**config.mk**
```make
export PLATFORM = sky130hd
export DESIGN_NAME = led_adc_sequencer
export DESIGN_NICKNAME = d
export VERILOG_FILES = /design/src/rtl/pulseox_pkg.sv /design/src/rtl/led_adc_sequencer_phase_timer.sv /design/src/rtl/led_adc_sequencer.sv
export SDC_FILE = /design/constraint.sdc
export NUM_CORES = 1
export LEC_CHECK = 0
export CORE_MARGIN = 8
export CORE_UTILIZATION = 45
export DETAILED_ROUTE_END_ITERATION = 10
export GPL_TIMING_DRIVEN = 1
export MAX_ROUTING_LAYER = met4
export PLACE_DENSITY_LB_ADDON = 0.25
export SYNTH_ARGS = -nofsm -noshare
export SYNTH_HDL_FRONTEND = slang
export SYNTH_SLANG_ARGS = --single-unit
```
**constraint.sdc**
```tcl
create_clock -name CLK_Sys -period 5.1 [get_ports CLK_Sys]
set_clock_uncertainty 0.15 [all_clocks]
set_input_delay 1.02 -clock CLK_Sys [delete_from_list [all_inputs] [get_ports CLK_Sys]]
set_output_delay 1.02 -clock CLK_Sys [all_outputs]
set_load 0.02 [all_outputs]
```
**src/rtl/pulseox_pkg.sv**
```systemverilog
// Shared types and constants for the pulse-oximeter LED/ADC front end.
package pulseox_pkg;

  localparam int ADC_W = 8;

  localparam logic PH_IR  = 1'b0;
  localparam logic PH_RED = 1'b1;

  typedef enum logic [2:0] {
    IDLE,
    DEAD,
    SETTLE,
    START,
    WAIT,
    HOLD
  } seq_state_t;

  // The phase LED is lit from the end of the dead time until the phase wraps.
  function automatic logic led_phase_on(input seq_state_t s);
    return (s == SETTLE) || (s == START) || (s == WAIT) || (s == HOLD);
  endfunction

endpackage

```
**src/rtl/led_adc_sequencer_phase_timer.sv**
```systemverilog
// Wrapping per-phase cycle counter; toggles the IR/red phase on every wrap.
module phase_timer
  import pulseox_pkg::*;
#(
  parameter int PHASE_CYC = 5000,
  parameter int CNT_W     = $clog2(PHASE_CYC)
) (
  input  logic             clk,
  input  logic             rst_n,
  input  logic             clear,
  output logic [CNT_W-1:0] count,
  output logic             phase,
  output logic             wrap
);

  localparam logic [CNT_W-1:0] LAST = CNT_W'(PHASE_CYC - 1);

  assign wrap = !clear && (count == LAST);

  // A cleared timer always restarts in the IR phase.
  always_ff @(posedge clk or negedge rst_n) begin
    if (!rst_n) begin
      count <= '0;
      phase <= PH_IR;
    end else if (clear) begin
      count <= '0;
      phase <= PH_IR;
    end else if (wrap) begin
      count <= '0;
      phase <= ~phase;
    end else begin
      count <= count + 1'b1;
    end
  end

endmodule

```
**src/rtl/led_adc_sequencer.sv**
```systemverilog
// Alternating IR/red LED drive with one ADC conversion per phase, per-channel
// sample capture and the downstream filter sample clock.
module led_adc_sequencer
  import pulseox_pkg::*;
#(
  parameter int PHASE_CYC  = 5000,
  parameter int DEAD_CYC   = 2,
  parameter int SETTLE_CYC = 1000,
  parameter int TMO_CYC    = 200
) (
  input  logic             CLK_Sys,
  input  logic             rst_n,
  input  logic             En,
  input  logic             Err_Clr,
  input  logic             ADC_Done,
  input  logic [ADC_W-1:0] ADC_Data,
  output logic             ADC_Start,
  output logic             LED_IR,
  output logic             LED_RED,
  output logic [ADC_W-1:0] IR_ADC_Value,
  output logic [ADC_W-1:0] RED_ADC_Value,
  output logic             IR_Valid,
  output logic             RED_Valid,
  output logic             CLK_Filter,
  output logic             Err_Timeout
);

  localparam int CNT_W = $clog2(PHASE_CYC);

  localparam logic [CNT_W-1:0] DEAD_END   = CNT_W'(DEAD_CYC - 1);
  localparam logic [CNT_W-1:0] SETTLE_END = CNT_W'(DEAD_CYC + SETTLE_CYC - 1);
  localparam logic [CNT_W-1:0] TMO_AT     = CNT_W'(DEAD_CYC + SETTLE_CYC + TMO_CYC);

  seq_state_t       state;
  seq_state_t       state_next;
  logic [CNT_W-1:0] count;
  logic             phase;
  logic             wrap;
  logic             capture;
  logic             timeout;
  logic             ir_done;

  phase_timer #(
    .PHASE_CYC(PHASE_CYC),
    .CNT_W    (CNT_W)
  ) u_phase_timer (
    .clk  (CLK_Sys),
    .rst_n(rst_n),
    .clear(state == IDLE),
    .count(count),
    .phase(phase),
    .wrap (wrap)
  );

  always_ff @(posedge CLK_Sys or negedge rst_n) begin
    if (!rst_n) state <= IDLE;
    else        state <= state_next;
  end

  // The phase counter owns the timing: a wrap forces DEAD even if the ADC stalls.
  always_comb begin
    state_next = state;
    capture    = 1'b0;
    timeout    = 1'b0;
    if (!En) begin
      state_next = IDLE;
    end else if (wrap) begin
      state_next = DEAD;
    end else begin
      case (state)
        IDLE:   state_next = DEAD;
        DEAD:   if (count == DEAD_END) state_next = SETTLE;
        SETTLE: if (count == SETTLE_END) state_next = START;
        START:  state_next = WAIT;
        WAIT: begin
          if (ADC_Done) begin
            capture    = 1'b1;
            state_next = HOLD;
          end else if (count == TMO_AT) begin
            timeout    = 1'b1;
            state_next = HOLD;
          end
        end
        HOLD:    state_next = HOLD;
        default: state_next = IDLE;
      endcase
    end
  end

  always_ff @(posedge CLK_Sys or negedge rst_n) begin
    if (!rst_n) begin
      LED_IR        <= 1'b0;
      LED_RED       <= 1'b0;
      ADC_Start     <= 1'b0;
      IR_Valid      <= 1'b0;
      RED_Valid     <= 1'b0;
      IR_ADC_Value  <= '0;
      RED_ADC_Value <= '0;
      ir_done       <= 1'b0;
      Err_Timeout   <= 1'b0;
      CLK_Filter    <= 1'b0;
    end else begin
      LED_IR    <= led_phase_on(state_next) && (phase == PH_IR);
      LED_RED   <= led_phase_on(state_next) && (phase == PH_RED);
      ADC_Start <= (state_next == START);
      IR_Valid  <= capture && (phase == PH_IR);
      RED_Valid <= capture && (phase == PH_RED);
      if (capture && (phase == PH_IR))  IR_ADC_Value  <= ADC_Data;
      if (capture && (phase == PH_RED)) RED_ADC_Value <= ADC_Data;
      // A timed-out IR conversion still ends the IR wait, keeping the filter cadence.
      ir_done <= (capture || timeout) && (phase == PH_IR);
      if (timeout)      Err_Timeout <= 1'b1;
      else if (Err_Clr) Err_Timeout <= 1'b0;
      if ((state_next == IDLE) || (wrap && (phase == PH_IR))) CLK_Filter <= 1'b0;
      else if (ir_done)                                      CLK_Filter <= 1'b1;
    end
  end

endmodule

```
==> summary.md <==
| Metric | Value |
|---|---|
| Outcome | `finished clean` |
| Share of cells above drive strength 1 | `16.1%` |
| H-tree levels | `2` |
| Synth cell count leaders | `dfrtp_1 (41), nor2_1 (22), nor3_1 (10)` |
| Least-Margin Pin Slew | `0.874 ns` |
| Die area | `0.00668 mm2` |
| Post-DR wirelength/cell | `about 16 um` |
| #FFs+latches synth | `41` |
| WHS | `0.360 ns` |
| Hold Crit Class | `reg -> reg` |
| Sequential area share after synthesis | `between 50% and 60%` |
| Drt pass-1 iters | `4` |
| Max Buffers Root-to-Sink | `2` |
| I/O Pins | `36` |
| Final hold violation count | `0` |
| Vias per cell | `~5.3` |
| GRT Overall Usage | `13.5%` |
| Vias in the first global route | `1396` |
| Slew margin rel. | `41.8%` |
| Multi-input gate area | `855 um2` |
| Mapped Nets | `roughly 180` |
| Cell area power density | `378 mW/mm2` |
| Final min period | `2.80 ns` |
| Area leader, netlist | `dfrtp_1` |
| Clk_lat worst skew | `about 0.29 ns` |
| Hold Buf Count CTS | `0` |
| Total routed wirelength | `3.99 mm` |
| Initial DRC Count | `80` |
| First-pass GRT wire length | `roughly 6.8 mm` |
| Cts bufs inserted | `5` |
| Final Cell Area | `about 0.0024 mm2` |
| P&R area growth vs syn | `25.8%` |
| Cells after Synth | `168` |
| Unique masters post-synth | `42` |
| Synth warn | `0` |
| DR vias | `1371` |
| Placed inst area | `between 0.002 and 0.0025 mm2` |
| Crit path launch type | `primary input` |
| WP data required | `around 5 ns` |
| Worst Path Arrival | `2.82 ns` |
| Row count | `24` |
| Average cell area after synthesis | `11.6 um2` |
| Crit Path Category | `in -> reg` |
| I/O Buffers | `35` |
| Peak VDD IR | `0.182 mV` |
| Share of the synthesized area in the top cell type | `52.7%` |
| Synth area leaders | `dfrtp_1 (53%), mux2_4 (6.2%), mux2_2 (4.6%)` |
| Final worst-path cycle share | `54.8%` |
| CORE AREA | `0.00426 mm2` |
| Antenna cells | `0` |
| Clk sink count | `41` |
| Antenna violations before repair | `0` |
| Final Setup Violations | `0` |
| Starting Density | `between 40% and 50%` |
| Largest net degree at the start of global routing | `42` |
| CTS tree | `built` |
| Dpl ws | `2.01 ns` |
| RePlAce Congestion | `0.841` |
| Reg clk slew, reported paths | `0.08 ns` |
| Leak | `1.06 nW` |
| Inst Count DP | `249` |
| Post-layout net count | `220` |
| Die W | `about 82 um` |
| GRT overflow | `0` |
| Post-route setup TNS | `0 ns` |
| Final WS setup | `2.30 ns` |
| Post-route ant nets | `0` |
| Count leader, synth | `dfrtp_1` |
| Non-filler instance count after layout | `257` |
| Number of synthesized flops with an enable pin | `0` |
| F_max | `approximately 0.36 GHz` |
| Post-synthesis instance area | `0.00195 mm2` |
| Most used flip-flop cell after synthesis | `dfrtp_1` |
| CTS root buffer | `clkbuf_8` |
| Ys async rst share | `100%` |
| Maxcap violations | `0` |
| Post-CTS setup buffer count | `0` |
| CP max FO | `9` |
| CTS resizes | `0` |
| Die height | `81.8 um` |
| DPL Wire Length | `2.96 mm` |
| DR DRC count | `0` |
| Register Area | `0.00103 mm2` |
| Unrepaired setup endpoints after global routing | `no` |
| # fillers | `363` |
| CP endpoint kind | `register` |
| Max Slew Vio Count | `0` |
[sequential cells by signal (all words and copies together), names as in the netlist]
name and count:
u_phase_timer.count 13, IR_ADC_Value 8, RED_ADC_Value 8, state 3, ADC_Start 1, CLK_Filter 1, Err_Timeout 1, IR_Valid 1
LED_IR 1, LED_RED 1, RED_Valid 1, ir_done 1, u_phase_timer.phase 1
[kinds of logic after synthesis]
family                   share of synthesized area (%)
AND/OR/NAND/NOR                                   22.4
adder cells (fa/ha/maj)                           1.93
flip-flops                                        52.7
AO/OA/AOI/OAI                                     2.89
multiplexers                                      11.3
XOR/XNOR                                          5.40
buffers and inverters                             3.34
[stage by stage]
| stage | util, % | power (mW) |
|---|---|---|
| floorplan | - | 0.537 |
| global placement | 54.2 | 0.615 |
| detailed placement | 54.2 | 0.624 |
| CTS | 57.4 | 0.942 |
| global route | 57.4 | 0.976 |
| finish | 57.4 | 0.926 |
[worst max-delay path, cell delays in order]
cell and delay (ns):
clkdlybuf4s50_1 0.55, nand2_1 0.10, or4b_1 0.76, mux2_4 0.40
[worst paths after layout]
path	start	endpoint	slack [ns]	cells past startpoint
worst max-delay path	En	IR_ADC_Value[7]	2.30	4
worst min-delay path	RED_ADC_Value[4]	RED_ADC_Value[4]	0.36	1
worst max register to register	u_phase_timer.count[10]	IR_ADC_Value[7]	2.53	4
worst min register to register	RED_ADC_Value[4]	RED_ADC_Value[4]	0.36	1
max in group asynchronous	rst_n	u_phase_timer.count[7]	3.56	1
min in group asynchronous	rst_n	state[2]	0.68	1
[area by class of cell]
cell class              instances  area share, %
repair buffers                 35           14.1
clock buffers                   5           2.81
well taps                      52           2.66
clock inverters                 3           2.81
flip-flops and latches         41           41.9
inverters                       5          0.767
multi-input cells             116           34.9
[where the power goes]
| part | total (mW) | internal, mW | leakage (nW) | switching, mW |
|---|---|---|---|---|
| combinational | 0.220 | 0.110 | 0.429 | 0.110 |
| clock | 0.312 | 0.197 | 0.0687 | 0.115 |
| sequential | 0.394 | 0.361 | 0.566 | 0.0333 |
| total | 0.926 | 0.668 | 1.06 | 0.258 |
[cells in the final DEF (no fill, tap or decap), types with 2 or more instances in the layout]
cell             count
nand2b_1             3
xnor2_1              9
a21oi_1              2
nand2_1              9
mux2_2               8
nor2b_1              3
or4_1                2
dfrtp_1             41
mux2_4               8
or4_4                2
ha_1                 3
nor4_1               3
nor3_1              10
nor2_1              22
a211oi_1             2
clkdlybuf4s50_1     34
xor2_1               3
or3b_2               2
nand3_1              5
inv_1                5
bufinv_16            2
nor3b_1              2
clkbuf_8             5
[metal layers]
metal	wire length [um]	vias to the layer above	global-route usage, %	share of wire [%]
li1	-	660	-	-
met1	1710	663	16.1	43
met2	1930	44	20.5	48
met3	303	4	4.49	7.6
met4	40	0	5.09	1.0
met5	0	-	-	0
Power figures use the tool's default switching activity.
